<file path="config.mk">
export PLATFORM = sky130hd
export DESIGN_NAME = sample_feeder
export DESIGN_NICKNAME = d
export VERILOG_FILES = /design/src/rtl/perceptron_pkg.sv /design/src/rtl/sample_ram.sv /design/src/rtl/sample_feeder.sv
export SDC_FILE = /design/constraint.sdc
export NUM_CORES = 1
export LEC_CHECK = 0
export CAP_MARGIN = 25
export CORE_MARGIN = 1.5
export CORE_UTILIZATION = 55
export CTS_CLUSTER_DIAMETER = 120
export CTS_CLUSTER_SIZE = 20
export DETAILED_ROUTE_END_ITERATION = 7
export GPL_ROUTABILITY_DRIVEN = 0
export PLACE_DENSITY = 0.73
export RECOVER_POWER = 50
export SYNTH_ARGS = -nofsm -noshare
export SYNTH_HDL_FRONTEND = slang
export SYNTH_SLANG_ARGS = --single-unit
</file>
<file path="constraint.sdc">
create_clock -name clk -period 5.2 [get_ports clk]
set_input_delay 1.04 -clock clk [delete_from_list [all_inputs] [get_ports clk]]
set_output_delay 1.04 -clock clk [all_outputs]
set_load 0.05 [all_outputs]
</file>
<file path="src/rtl/perceptron_pkg.sv">
// Shared types for the perceptron trainer and its sample feeder.
// Holds the default sample width, the feeder state encoding and the training tuple layout.
package perceptron_pkg;

    localparam int unsigned SAMPLE_DW = 8;

    typedef enum logic [2:0] {
        StEmpty,
        StLoading,
        StReady,
        StFetch,
        StPresent
    } feeder_state_e;

    typedef struct packed {
        logic signed [SAMPLE_DW-1:0] x1;
        logic signed [SAMPLE_DW-1:0] x2;
        logic                        t;
    } tuple_t;

endpackage

</file>
<file path="src/rtl/sample_ram.sv">
// Simple dual-port tuple store: synchronous write, registered synchronous read.
// Contents are deliberately not reset.
module sample_ram #(
    parameter int unsigned WIDTH = 17,
    parameter int unsigned DEPTH = 16,
    localparam int unsigned AW = $clog2(DEPTH)
) (
    input  logic             clk,
    input  logic             we,
    input  logic [AW-1:0]    waddr,
    input  logic [WIDTH-1:0] wdata,
    input  logic             re,
    input  logic [AW-1:0]    raddr,
    output logic [WIDTH-1:0] rdata
);

    logic [WIDTH-1:0] mem_q [DEPTH];
    logic [WIDTH-1:0] rdata_q;

    always_ff @(posedge clk) begin
        if (we) begin
            mem_q[waddr] <= wdata;
        end
    end

    always_ff @(posedge clk) begin
        if (re) begin
            rdata_q <= mem_q[raddr];
        end
    end

    assign rdata = rdata_q;

endmodule

</file>
<file path="src/rtl/sample_feeder.sv">
// Training tuple source: host loads (x1, x2, t) tuples, trainer fetches one per request.
// Optional epoch counter output enabled by defining SAMPLE_FEEDER_EPOCH_CNT_EN.
module sample_feeder
    import perceptron_pkg::*;
#(
    parameter int unsigned DW    = SAMPLE_DW,
    parameter int unsigned DEPTH = 16,
    localparam int unsigned AW   = $clog2(DEPTH)
) (
    input  logic                 clk,
    input  logic                 rst,
    input  logic                 load_start,
    input  logic                 wr_valid,
    output logic                 wr_ready,
    input  logic signed [DW-1:0] wr_x1,
    input  logic signed [DW-1:0] wr_x2,
    input  logic                 wr_t,
    input  logic                 wr_last,
    input  logic                 rd_req,
    input  logic                 rewind,
    output logic                 rd_valid,
    output logic signed [DW-1:0] x1,
    output logic signed [DW-1:0] x2,
    output logic                 t,
    output logic                 eof,
    output logic                 rd_err,
    output logic [AW:0]          count,
    output logic                 full
`ifdef SAMPLE_FEEDER_EPOCH_CNT_EN
    ,
    output logic [15:0]          epochs
`endif
);

    localparam int unsigned CW = AW + 1;
    localparam int unsigned TW = 2 * DW + 1;

    feeder_state_e state_q, state_d;
    logic [AW:0]          count_q, count_d;
    logic [AW-1:0]        ptr_q, ptr_d;
    logic                 full_q, full_d;
    logic                 eof_pend_q, eof_pend_d;
    logic                 rd_valid_q, rd_valid_d;
    logic                 rd_err_q, rd_err_d;
    logic signed [DW-1:0] x1_q, x1_d;
    logic signed [DW-1:0] x2_q, x2_d;
    logic                 t_q, t_d;
    logic                 eof_q, eof_d;

    logic          ram_we;
    logic          ram_re;
    logic [TW-1:0] ram_rdata;
    logic [AW:0]   ptr_inc;
    logic [AW-1:0] ptr_wrap;
    logic          ptr_is_last;
    logic          load_accept;

    sample_ram #(
        .WIDTH (TW),
        .DEPTH (DEPTH)
    ) u_sample_ram (
        .clk   (clk),
        .we    (ram_we),
        .waddr (count_q[AW-1:0]),
        .wdata ({wr_x1, wr_x2, wr_t}),
        .re    (ram_re),
        .raddr (ptr_q),
        .rdata (ram_rdata)
    );

    assign ptr_inc     = {1'b0, ptr_q} + CW'(1);
    assign ptr_wrap    = (ptr_inc == count_q) ? '0 : ptr_inc[AW-1:0];
    assign ptr_is_last = ({1'b0, ptr_q} == (count_q - CW'(1)));
    assign load_accept = load_start && (state_q inside {StEmpty, StReady, StPresent});

    always_comb begin
        state_d    = state_q;
        count_d    = count_q;
        ptr_d      = ptr_q;
        full_d     = full_q;
        eof_pend_d = eof_pend_q;
        x1_d       = x1_q;
        x2_d       = x2_q;
        t_d        = t_q;
        eof_d      = eof_q;
        rd_valid_d = 1'b0;
        rd_err_d   = rd_req && (state_q != StReady);
        ram_we     = 1'b0;
        ram_re     = 1'b0;

        unique case (state_q)
            StEmpty: begin
                if (rewind) begin
                    ptr_d = '0;
                end
            end
            StLoading: begin
                if (wr_valid) begin
                    ram_we  = 1'b1;
                    count_d = count_q + CW'(1);
                    if (wr_last) begin
                        state_d = StReady;
                    end else if (count_q == CW'(DEPTH - 1)) begin
                        state_d = StReady;
                        full_d  = 1'b1;
                    end
                end
            end
            StReady: begin
                // Rewind lands before the read address is used, so a same-cycle
                // request fetches tuple 0.
                if (rewind) begin
                    ptr_d = '0;
                end
                if (rd_req) begin
                    state_d = StFetch;
                end
            end
            StFetch: begin
                ram_re     = 1'b1;
                eof_pend_d = ptr_is_last;
                ptr_d      = rewind ? '0 : ptr_wrap;
                state_d    = StPresent;
            end
            StPresent: begin
                {x1_d, x2_d, t_d} = ram_rdata;
                eof_d      = eof_pend_q;
                rd_valid_d = 1'b1;
                if (rewind) begin
                    ptr_d = '0;
                end
                state_d = StReady;
            end
            default: begin
                state_d = StEmpty;
            end
        endcase

        if (load_accept) begin
            state_d = StLoading;
            count_d = '0;
            full_d  = 1'b0;
            ptr_d   = '0;
        end
    end

    always_ff @(posedge clk or negedge rst) begin
        if (!rst) begin
            state_q    <= StEmpty;
            count_q    <= '0;
            ptr_q      <= '0;
            full_q     <= 1'b0;
            eof_pend_q <= 1'b0;
            rd_valid_q <= 1'b0;
            rd_err_q   <= 1'b0;
            x1_q       <= '0;
            x2_q       <= '0;
            t_q        <= 1'b0;
            eof_q      <= 1'b0;
        end else begin
            state_q    <= state_d;
            count_q    <= count_d;
            ptr_q      <= ptr_d;
            full_q     <= full_d;
            eof_pend_q <= eof_pend_d;
            rd_valid_q <= rd_valid_d;
            rd_err_q   <= rd_err_d;
            x1_q       <= x1_d;
            x2_q       <= x2_d;
            t_q        <= t_d;
            eof_q      <= eof_d;
        end
    end

`ifdef SAMPLE_FEEDER_EPOCH_CNT_EN
    logic [15:0] epochs_q, epochs_d;

    always_comb begin
        epochs_d = epochs_q;
        if (load_accept) begin
            epochs_d = '0;
        end else if (rewind && (state_q != StLoading) && (epochs_q != 16'hFFFF)) begin
            epochs_d = epochs_q + 16'd1;
        end
    end

    always_ff @(posedge clk or negedge rst) begin
        if (!rst) begin
            epochs_q <= '0;
        end else begin
            epochs_q <= epochs_d;
        end
    end

    assign epochs = epochs_q;
`endif

    assign wr_ready = (state_q == StLoading);
    assign rd_valid = rd_valid_q;
    assign rd_err   = rd_err_q;
    assign x1       = x1_q;
    assign x2       = x2_q;
    assign t        = t_q;
    assign eof      = eof_q;
    assign count    = count_q;
    assign full     = full_q;

endmodule
</file>
== After elaboration in Yosys (flattened, before gate mapping) ==
Memory sizes are Yosys's and may differ from the RTL's. A register that Yosys moved wholly into a read port is not among the register bits.
Index checks and enable logic that the tools add are counted.

* Flip-flop bits (word level): 34
* Memory bits (writable): 272
* Memories kept: 1
* Output and inout bits: 27
* Logic and storage cells: 67

{| class="wikitable"
|+ Memory list
! memory !! words !! width !! read ports !! clocked after memory_dff !! write ports !! line !! RTL
|-
| u_sample_ram.mem_q || 16 || 17 || 1 || 1 || 1 || sample_ram.sv:17 || <nowiki>logic [WIDTH-1:0] mem_q [DEPTH];</nowiki>
|}

* Mux-type cells: 25
* $add $sub $neg: 3
* Eq/ne operators: 14
* Reduce and logical (&&, ||, !) cells: 13

{| class="wikitable"
|+ Operators with widths
! cell !! count
|-
| $mux 4 || 4
|-
| $mux 3 || 5
|-
| $mux 5 || 3
|-
| $pmux 3 s5 || 1
|-
| $mux 1 || 11
|-
| $pmux 4 s2 || 1
|-
| $reduce_and 4->1 || 2
|-
| $eq 3x2->1 const B || 2
|-
| $ne 3x2->1 const B || 2
|-
| $reduce_bool 2->1 || 3
|-
| $reduce_bool 3->1 || 2
|-
| $add 4x1->5 const B || 1
|-
| $add 5x1->5 const B || 1
|-
| $eq 4x5->1 || 1
|-
| $eq 5x4->1 const B || 1
|-
| $eq 5x5->1 || 1
|-
| $sub 5x1->5 const B || 1
|-
| $ne 4x1->1 const B || 1
|-
| $reduce_and 2->1 || 2
|-
| $eq 3x1->1 const B || 1
|-
| $eq 3x3->1 const B || 1
|-
| $logic_not 3->1 || 1
|-
| $ne 3x1->1 const B || 1
|-
| $ne 3x3->1 const B || 1
|-
| other kinds (4) || 5
|}

== Logic depth before layout (Yosys ltp) ==
Gate-level depths: netlist of the first run.

* Word-level depth: 6
* Gate-level depth with buffers: 8
* Depth with buffers taken out: 7

== By module ==
Synthesis of the first run repeated with hierarchy kept, for this count alone.

* Cells, all modules: 594
* Area total of the unflattened synthesis: 12,445.7 um^2

{| class="wikitable"
|+ By module, submodules not included
! module !! sequential area each (um^2) !! instances !! area each (um^2) !! cells an instance
|-
| sample_ram || 8,678.3 || 1 || 10,807.9 || 458
|-
| sample_feeder || 850.8 || 1 || 1,637.8 || 136
|}

== Worst setup path before layout of the first run ==
OpenSTA, ideal clock, no wires.

* Path kind: register -> register
* From: register state_q[1]
* To: memory u_sample_ram.mem_q[0][0], enable pin
* Path slack: 1.189 ns
* Arrival: 3.598 ns
* Clock period less this slack: 4.011 ns
* Stages on the path, launching flop included: 7
* Required time: 4.788 ns
* Setup time: 0.412 ns
* Path through: dfrtp_1 clkbuf_1 nor3b_1 and2_1 buf_2 nand2_1 nor3_1

* Longest elaborated chain between the ends: 4

{| class="wikitable"
|+ Ends and longest elaborated chain
! item !! line !! RTL
|-
| start, declared || sample_feeder.sv:38 || <nowiki>feeder_state_e state_q, state_d;</nowiki>
|-
| start signal, assigned || sample_feeder.sv:149 || <nowiki>state_q <= StEmpty;</nowiki>
|-
| start signal, assigned || sample_feeder.sv:161 || <nowiki>state_q <= state_d;</nowiki>
|-
| $eq 3x1->1 || -- ||
|-
| named net wr_ready || sample_feeder.sv:14 || <nowiki>output logic wr_ready,</nowiki>
|-
| $mux 1 || sample_feeder.sv:91 || <nowiki>unique case (state_q)</nowiki>
|-
| $mux 1 || sample_ram.sv:21 || <nowiki>if (we) begin</nowiki>
|-
| $mux 1 (not written as such) || sample_ram.sv:22 || <nowiki>mem_q[waddr] <= wdata;</nowiki>
|-
| end, declared || sample_ram.sv:17 ||
|}

The timed path passes the listed nets, and every way through them passes these cells.

== Worst setup path in the final report of the first run ==
* From: register count_q[2], in the netlist count[2]
* To: output count[2]

{| class="wikitable"
|+ RTL lines
! item !! line !! RTL
|-
| start, declared || sample_feeder.sv:39 || <nowiki>logic [AW:0] count_q, count_d;</nowiki>
|-
| start signal, assigned || sample_feeder.sv:162 || <nowiki>count_q <= count_d;</nowiki>
|-
| end, declared || sample_feeder.sv:27 || <nowiki>output logic [AW:0] count,</nowiki>
|}

No word-level cell between the ends.

==> run summary, run 1 <==
Worst-path clk slew: 0.08 ns
Syn avg cell area: 18.3 um2
Vias in the first global route: 6,275
Fmax achieved: 0.303 GHz
Final core occ: 0.623
Multi-input logic area: 2970 um2
Avg WL per Cell: 23.7 um
PD cells: 446 nW/um2
Worst hold path class: reg -> reg
Worst-path fanout max: 18
Clk_skew: 0.0170 ns
Layout area overhead: 11.4%
Synth top area share: 0.685
Total gr overflow: 0
WP data arrival: 2.26 ns
Synth warnings: 0
Final Cycle Share: 0.636
WS Path Type: reg -> out
Drt drc: 0
Dominant synthesized flop cell: edfxtp_1
Status: finished clean
H-tree Lvls: 1
Root buffer cell: clkbuf_16
# setup viols final: 0
Worst path bufs/invs: 1
Worst-margin pin slew: 1.34 ns
Register area share after synthesis: 0.752
Flops & latches, synth: 323
RSZ-0062 raised after global routing: false
Post-route ant nets: 0
Period minus WS final: 3.30 ns
Synth unique cells: 44
Peak supply drop: 0.000259 V
Post-synth EDFFs: 289
# IOs: 51
Register Area: 9530 um2
# diodes: 0
All-Layer GR Usage: 0.211
Die extent in x: 155 um
Initial DRC count: 577
R2r setup slk: 2.35 ns
Critical path launch point type: register
Core area: 22,600 um2
First-pass GRT wire length: 37,200 um
Ys async rst share: 0.105
Post-Syn Instances: 693
Crit end category: primary output
Crit-path cells: clkdlybuf4s50_1
Setup TNS: 0 ns
Largest net degree at the start of global routing: 51
Max Cap Violations: 0
Synth area leader: edfxtp_1
Tot Pwr: 6.29 mW
First-pass DRT Iterations: 6
Max-slew violations: 0
Top post-synthesis cells by area: edfxtp_1, dfrtp_1, mux4_2
Row count: 55
CP max stage cell: clkdlybuf4s50_1
CP delay by family, top: buffers and inverters
Synth Cell Area: 12,700 um2
# clock sinks: 323
TritonCTS Buffers: 20
Via Count: 6,421
Slowest stage delay, CP: 0.94 ns
Clk buf depth: 3
Fillcell total: 1,551
Final Hold Vio Count: 0
Initial Util: 0.560
Post-CTS Setup Bufs: 0
Critical Path RT: 4.16 ns
Clock Latency Late Sink: 0.52 ns
HPWL after DPL: 15,900 um
DIE HEIGHT: 155 um
Syn_nets: 723
Share of layout cells above drive strength 1: 0.162
Die area: 24,000 um2
Vias/cell: 6.16
Post-CTS Hold Buffers: 0
Pleak: 4.52 nW
WL final: 24,700 um
Initial antenna violation count: 0
Slew HR: 0.108
Nets: 773
IO Port Bufs: 50
Resize count post-CTS: 0
CTS tree: yes
-- Yosys cell counts (all sizes together), types with 3 or more instances --
cell      n
a211oi    3
a21oi    22
a221oi   17
a22oi    17
and2      3
buf      22
clkbuf   17
dfrtp    34
edfxtp  289
ha        6
inv       7
mux2     35
mux2i    52
mux4     34
nand2    29
nand2b    4
nor2     22
nor2b     4
nor3      4
o21ai    35
o31ai     3
xnor2     6
xor2      6
-- state kept, by name (all words and copies together) (netlist names) --
signal,count
count,5
eof,1
eof_pend_q,1
full,1
ptr_q,4
rd_err,1
rd_valid,1
state_q,3
t,1
u_sample_ram.mem_q,272
u_sample_ram.rdata,17
x1,8
x2,8
-- per-stage QoR --
| step | setup WS [ns] | hold slack [ns] | area [um2] | std cells |
|---|---|---|---|---|
| global placement | 1.86 | 0.461 | 13500 | 1006 |
| global route | 1.79 | 0.502 | 14100 | 1042 |
| finish | 1.90 | 0.479 | 14100 | 1042 |
| CTS | 1.89 | 0.483 | 14100 | 1042 |
| floorplan | 1.19 | 0.443 | 12700 | 693 |
| detailed placement | 1.74 | 0.462 | 13500 | 1006 |
-- power by group --
part	switching [mW]	internal (mW)
combinational	0.874	0.623
clock	0.794	0.768
sequential	0.178	3.05
total	1.85	4.44
-- cell type report --
type / instances / area share
flip-flops and latches: 323 / 0.676
multi-input cells: 324 / 0.211
repair buffers: 67 / 0.0443
clock buffers: 35 / 0.0410
well taps: 285 / 0.0253
inverters: 7 / 0.00186
clock inverters: 1 / 0.00142
-- layout by cell type (no fill, tap or decap), types with 3 or more instances in the layout --
| cell type | count |
|---|---|
| clkbuf_16 | 21 |
| mux2_2 | 35 |
| dfrtp_1 | 33 |
| and2_1 | 3 |
| a221oi_1 | 17 |
| nand2b_1 | 4 |
| a22oi_1 | 17 |
| nor2_2 | 9 |
| o21ai_0 | 35 |
| a21oi_1 | 22 |
| inv_1 | 7 |
| xnor2_1 | 6 |
| nor2_1 | 13 |
| nor3_2 | 4 |
| o31ai_1 | 3 |
| ha_1 | 6 |
| nor2b_1 | 3 |
| xor2_1 | 6 |
| mux2i_1 | 52 |
| dlygate4sd3_1 | 19 |
| nand2_1 | 29 |
| clkbuf_1 | 15 |
| mux4_2 | 34 |
| edfxtp_1 | 289 |
| clkdlybuf4s50_1 | 31 |
| buf_4 | 16 |
-- worst paths after layout --
| check | startpoint | endpoint | cells past startpoint |
|---|---|---|---|
| setup / recovery | count[2] | count[2] | 1 |
| hold / removal | u_sample_ram.rdata[8] | x2[7] | 1 |
| setup reg to reg | state_q[1] | u_sample_ram.mem_q[4][10] | 5 |
| hold reg to reg | u_sample_ram.rdata[8] | x2[7] | 1 |
| max in group asynchronous | rst | x2[5] | 2 |
| min in group asynchronous | rst | x2[0] | 1 |
-- logic make-up (layout without fill, tap and decap cells) --
family | Yosys count | count (layout) | synth area share
compound gates | 108 | 108 | 0.0563
xor+xnor | 12 | 12 | 0.00830
fa+ha+maj | 6 | 6 | 0.00593
buf+inv | 46 | 110 | 0.0168
flops | 323 | 323 | 0.752
mux | 121 | 121 | 0.133
simple gates | 77 | 77 | 0.0279
-- routing by layer --
| metal | global-route usage | vias up | share of wire |
|---|---|---|---|
| met2 | 0.349 | 273 | 0.50 |
| met1 | 0.294 | 3275 | 0.41 |
| met5 | 0 | - | 0 |
| met3 | 0.0381 | 32 | 0.075 |
| met4 | 0.0513 | 0 | 0.015 |
| li1 | - | 2841 | - |
Note: power is estimated with default switching activity, not from simulation.
==> run 2, diff against run 1 <==
--- a/config.mk
+++ b/config.mk
@@ -7,12 +7,12 @@
 export LEC_CHECK = 0
 export CAP_MARGIN = 25
 export CORE_MARGIN = 1.5
-export CORE_UTILIZATION = 55
+export CORE_UTILIZATION = 54
 export CTS_CLUSTER_DIAMETER = 120
 export CTS_CLUSTER_SIZE = 20
 export DETAILED_ROUTE_END_ITERATION = 7
 export GPL_ROUTABILITY_DRIVEN = 0
-export PLACE_DENSITY = 0.73
+export PLACE_DENSITY = 0.75
 export RECOVER_POWER = 50
 export SYNTH_ARGS = -nofsm -noshare
 export SYNTH_HDL_FRONTEND = slang
==> constraint.sdc (replaced) <==
create_clock -name clk -period 2.8 [get_ports clk]
set_input_delay 0.56 -clock clk [delete_from_list [all_inputs] [get_ports clk]]
set_output_delay 0.56 -clock clk [all_outputs]
set_load 0.05 [all_outputs]
==> run summary, run 2 (synthesized netlist as in run 1, its figures left out) <==
Status: complete, but fails checks
Failing checks: max-capacitance violations, max-slew violations
Die extent in x: 156 um (+0.90%)
Worst hold path class: reg -> reg
Clk buf depth: 3 (unchanged)
Vias in the first global route: 6,584 (+4.9%)
Slew HR: -0.176 (-0.284)
Largest net degree at the start of global routing: 75 (+47%)
Met3 routed WL: 1610 um (-13%)
Met2 Routed Length: 12,000 um (-2.7%)
Worst-path clk slew: 0.08 ns (about the same)
Top Metal Used: met4
Period minus WS final: 2.69 ns
Total gr overflow: 0 (unchanged)
WHS Endpoint: x2[3]
Setup TNS: 0 ns (unchanged)
Setup WS pre-CTS: 0.444 ns (-1.29 ns)
Share of layout cells above drive strength 1: 0.184 (+0.0217)
Layout area overhead: 12.8%
# IOs: 51 (unchanged)
Drt drc: 0 (unchanged)
Vias/cell: 6.04 (-2.0%)
Final Hold Vio Count: 0 (unchanged)
Resize count post-CTS: 0 (unchanged)
Initial Util: 0.555 (-0.00506)
Max-slew violations: 35 (+35)
Final Cycle Share: 0.960
Initial DRC count: 704 (+22%)
HP Start: u_sample_ram.rdata[4]
CTS tree: yes
CP max stage cell: clkdlybuf4s50_1
Met1 wire length: 10,900 um (+6.4%)
Area after DPL: 13,700 um2 (+1.7%)
Clock Latency Late Sink: 0.53 ns (about the same)
R2r setup slk: 0.39 ns (-1.96 ns)
Avg WL per Cell: 23.1 um (-2.6%)
Post-route ant nets: 0 (unchanged)
Die area: 24,400 um2 (+1.8%)
Depth of the worst register-to-register path: 3 (-2)
Slowest stage delay, CP: 0.91 ns (-0.03 ns)
Worst path bufs/invs: 1 (unchanged)
CP delay by family, top: buffers and inverters
Peak supply drop: 0.000580 V (+120%)
Root buffer cell: clkbuf_16
TritonCTS Buffers: 20 (unchanged)
Largest register FFs: 272 (unchanged)
Design area: 14,300 um2 (+1.3%)
Post-CTS Setup Bufs: 0 (unchanged)
# clock sinks: 323 (unchanged)
Final core occ: 0.625 (+0.00220)
Critical Path RT: 2.24 ns (-1.92 ns)
Reg2reg end: x2[6]
WS Path Type: reg -> out
DIE HEIGHT: 156 um (+0.90%)
Final WS setup: 0.113 ns (-1.78 ns)
RSZ-0062 raised after global routing: false
Row count: 55 (unchanged)
Crit end category: primary output
WL final: 25,100 um (+1.3%)
Post-CTS Hold Buffers: 0 (unchanged)
First-pass GRT wire length: 38,600 um (+3.7%)
Critical path launch point type: register
Initial antenna violation count: 0 (unchanged)
Worst-path fanout max: 12 (-6)
Non-filler cells, final: 1,084 (+4.0%)
Largest reg by FF count: u_sample_ram.mem_q
Crit-path cells: clkdlybuf4s50_1
Tot Pwr: 11.5 mW (+84%)
# setup viols final: 0 (unchanged)
Reg2reg start: state_q[1]
Commonest non-fill, non-tap cells in the layout: edfxtp_1, mux2i_1, mux2_2, o21ai_0
Max Cap Violations: 1 (+1)
Hold Path Cell Cnt: 1 (unchanged)
H-tree Lvls: 1 (unchanged)
Commonest non-fill, non-tap cell in the layout: edfxtp_1
PD cells: 808 nW/um2 (+81%)
Fmax achieved: 0.372 GHz
Worst-margin pin slew: 1.76 ns (+0.429 ns)
HPWL after DPL: 15,500 um (-2.3%)
DP Cell Count: 1,056 (+5.0%)
Pleak: 4.63 nW (+2.4%)
First-pass DRT Iterations: 4 (-2)
Via Count: 6,548 (+2.0%)
IO Port Bufs: 50 (unchanged)
All-Layer GR Usage: 0.214 (+0.00308)
# diodes: 0 (unchanged)
Nets: 795 (+2.8%)
Core area: 22,800 um2 (+0.91%)
Min Hold Slack: 0.480 ns (+0.00128 ns)
Clk_skew: 0.0204 ns (+0.00349 ns)
WP data arrival: 2.13 ns (-0.13 ns)
[run 2: worst max-delay path by stage]
stage,startpoint,end,slack [ns],cells past startpoint
2_1_floorplan,state_q[1],u_sample_ram.mem_q[12][0],-0.19,6
3_3_place_gp,wr_valid,u_sample_ram.mem_q[12][0],0.49,5
3_5_place_dp,wr_valid,u_sample_ram.mem_q[12][9],0.44,5
4_1_cts,state_q[0],wr_ready,0.09,2
5_1_grt,state_q[0],ptr_q[3],0.05,7
6_report,count[3],count[3],0.11,1
[run 2: report_power, final]
group	total [mW]	internal (mW)	switching (mW)
registers	5.87	5.67	0.200
clock network	2.81	1.34	1.48
logic	2.86	1.17	1.69
[run 2: final cells by class]
type                            count  area, um2
Tap cell                          313        392
Fill cell                        1602       8560
Multi-Input combinational cell    324       2970
Sequential cell                   323       9530
Timing Repair Buffer               89        810
Inverter                            7       26.3
Clock inverter                      2       36.3
Clock buffer                       26        523
[run 2: routing by layer]
layer / vias up / track usage
met3: 46 / 0.0244
met4: 0 / 0.0608
met2: 272 / 0.340
met5: - / 0
met1: 3352 / 0.316
li1: 2878 / -
==> run 3, diff against run 2 <==
--- a/config.mk
+++ b/config.mk
@@ -14,6 +14,7 @@
 export GPL_ROUTABILITY_DRIVEN = 0
 export PLACE_DENSITY = 0.75
 export RECOVER_POWER = 50
+export SETUP_SLACK_MARGIN = 0.4
 export SYNTH_ARGS = -nofsm -noshare
 export SYNTH_HDL_FRONTEND = slang
 export SYNTH_SLANG_ARGS = --single-unit
==> run summary, run 3 (synthesized netlist as in run 1, its figures left out) <==
Final WS setup: 0.394 ns (+0.281 ns)
Post-route ant nets: 0 (unchanged)
Largest register FFs: 272 (unchanged)
Worst-margin pin slew: 1.84 ns (+0.0745 ns)
Status: complete, but fails checks
DIE HEIGHT: 156 um (unchanged)
First-pass DRT Iterations: 4 (unchanged)
All-Layer GR Usage: 0.201 (-0.0127)
Failing checks: max-capacitance violations, max-slew violations
Period minus WS final: 2.41 ns (-0.281 ns)
Drt drc: 0 (unchanged)
Commonest non-fill, non-tap cell in the layout: edfxtp_1
# clock sinks: 323 (unchanged)
Nets: 775 (-2.5%)
Crit end category: primary output
Initial DRC count: 626 (-11%)
Final Cycle Share: 0.859 (-0.100)
Row count: 55 (unchanged)
Initial antenna violation count: 0 (unchanged)
Commonest non-fill, non-tap cells in the layout: edfxtp_1, mux2i_1, mux2_2, o21ai_0, mux4_2
Core area: 22,800 um2 (unchanged)
Internal power: 8.29 mW (+1.4%)
Initial Util: 0.555 (unchanged)
Peak supply drop: 0.000439 V (-24%)
# IOs: 51 (unchanged)
# setup viols final: 0 (unchanged)
Max Cap Violations: 1 (unchanged)
Worst hold path class: reg -> reg
Fmax achieved: 0.416 GHz (+12%)
Total gr overflow: 0 (unchanged)
Clock Latency Late Sink: 0.52 ns (about the same)
HPWL after DPL: 15,300 um (-1.2%)
Root buffer cell: clkbuf_16
Fillcell total: 1,576 (-1.6%)
Pleak: 4.56 nW (-1.4%)
Psw: 3.45 mW (+2.6%)
First-pass GRT wire length: 36,400 um (-5.7%)
Register Area: 9530 um2 (about the same)
Largest reg by FF count: u_sample_ram.mem_q
H-tree Lvls: 1 (unchanged)
Die extent in x: 156 um (unchanged)
CTS tree: yes
Comb pwr share: 0.253 (+0.005)
PD cells: 821 nW/um2 (+1.6%)
Largest net degree at the start of global routing: 55 (-27%)
Clk buf depth: 3 (unchanged)
RSZ-0062 raised after global routing: true
Worst-path clk slew: 0.09 ns (about the same)
WP data arrival: 1.85 ns (-0.28 ns)
Layout area overhead: 12.9%
Setup TNS: 0 ns (unchanged)
Clk_skew: 0.0202 ns (-0.000297 ns)
# diodes: 0 (unchanged)
Seq pwr share: 0.500 (-0.009)
Critical path launch point type: register
Net switching fraction of the power: 0.294 (+0.00227)
Setup WS pre-CTS: 0.297 ns (-0.146 ns)
Vias in the first global route: 6,274 (-4.7%)
Final Hold Vio Count: 0 (unchanged)
Die area: 24,400 um2 (unchanged)
Critical Path RT: 2.24 ns (about the same)
Via Count: 6,383 (-2.5%)
Clk pwr share: 0.247 (+0.003)
WL final: 23,700 um (-5.3%)
Share of layout cells above drive strength 1: 0.177 (-0.00740)
Avg WL per Cell: 22.2 um (-4.2%)
Max-slew violations: 35 (unchanged)
Slew HR: -0.225 (-0.0497)
Multi-input logic area: 3100 um2 (+4.3%)
Vias/cell: 5.96 (-1.3%)
Worst-path fanout max: 9 (-3)
WS Path Type: reg -> out
Final core occ: 0.626 (+0.000986)
TritonCTS Buffers: 20 (unchanged)
Tot Pwr: 11.7 mW (+1.8%)
IO Port Bufs: 50 (unchanged)
-- run 3: cell count changes in the layout (fill, tap and decap cells not counted), sizes merged --
cell	change
clkdlybuf4s15	+1
clkdlybuf4s50	-5
clkinv	-1
dlygate4sd3	+1
dlygate4sd2	+2
buf	-19
clkbuf	+8
-- run 3: layer usage --
metal  GRT usage  routed length (um)  vias up
met4      0.0508                 367        0
met2       0.317               11300      253
met1       0.296               10200     3241
met3      0.0325                1800       30
met5           0                   0        -
li1            -                   -     2859
-- run 3: final cells by class --
type / instances / area share
well taps: 313 / 0.0274
multi-input cells: 324 / 0.216
inverters: 7 / 0.00184
clock buffers: 34 / 0.0401
flip-flops and latches: 323 / 0.666
repair buffers: 69 / 0.0466
clock inverters: 1 / 0.00140
-- run 3: repair_timing --
action / in CTS / in global routing
setup buffers: 0 / 1
setup endpoints to repair: 3 / 14
pin swaps: 0 / 1
resized for setup: 3 / 3
hold buffers: 0 / 0
-- run 3: final timing paths --
| kind | from | to | slack, ns | cells after the start |
|---|---|---|---|---|
| worst max-delay path | state_q[1] | wr_ready | 0.39 | 2 |
| worst min-delay path | u_sample_ram.rdata[5] | x2[4] | 0.48 | 1 |
| worst max register to register | state_q[1] | u_sample_ram.mem_q[3][14] | 0.52 | 5 |
| worst min register to register | u_sample_ram.rdata[5] | x2[4] | 0.48 | 1 |
| max in group asynchronous | rst | ptr_q[0] | 0.99 | 1 |
| min in group asynchronous | rst | state_q[0] | 0.52 | 1 |
-- run 3: through the flow --
stage	hold WS (ns)	instances	area [um2]
final	0.480	1071	14300
after global routing	0.495	1071	14300
after CTS	0.114	1070	14300
after detailed placement	0.465	1035	13700
after global placement	0.456	1035	13700
after floorplan	0.264	693	12900
-- run 3: power groups by stage --
stage          clock network (mW)  registers [mW]  logic (mW)
5_1_grt                      3.14            5.92        3.15
4_1_cts                      2.96            5.88        3.00
3_3_place_gp                    0            5.96        2.94
6_report                     2.91            5.87        2.97
2_1_floorplan                   0            6.40        1.71
3_5_place_dp                    0            5.99        3.00
-- run 3: worst max-delay path, stage by stage, from the launching register on --
cell and delay [ns]:
dfrtp_1 0.51, nor3b_4 0.28, clkdlybuf4s15_1 0.53
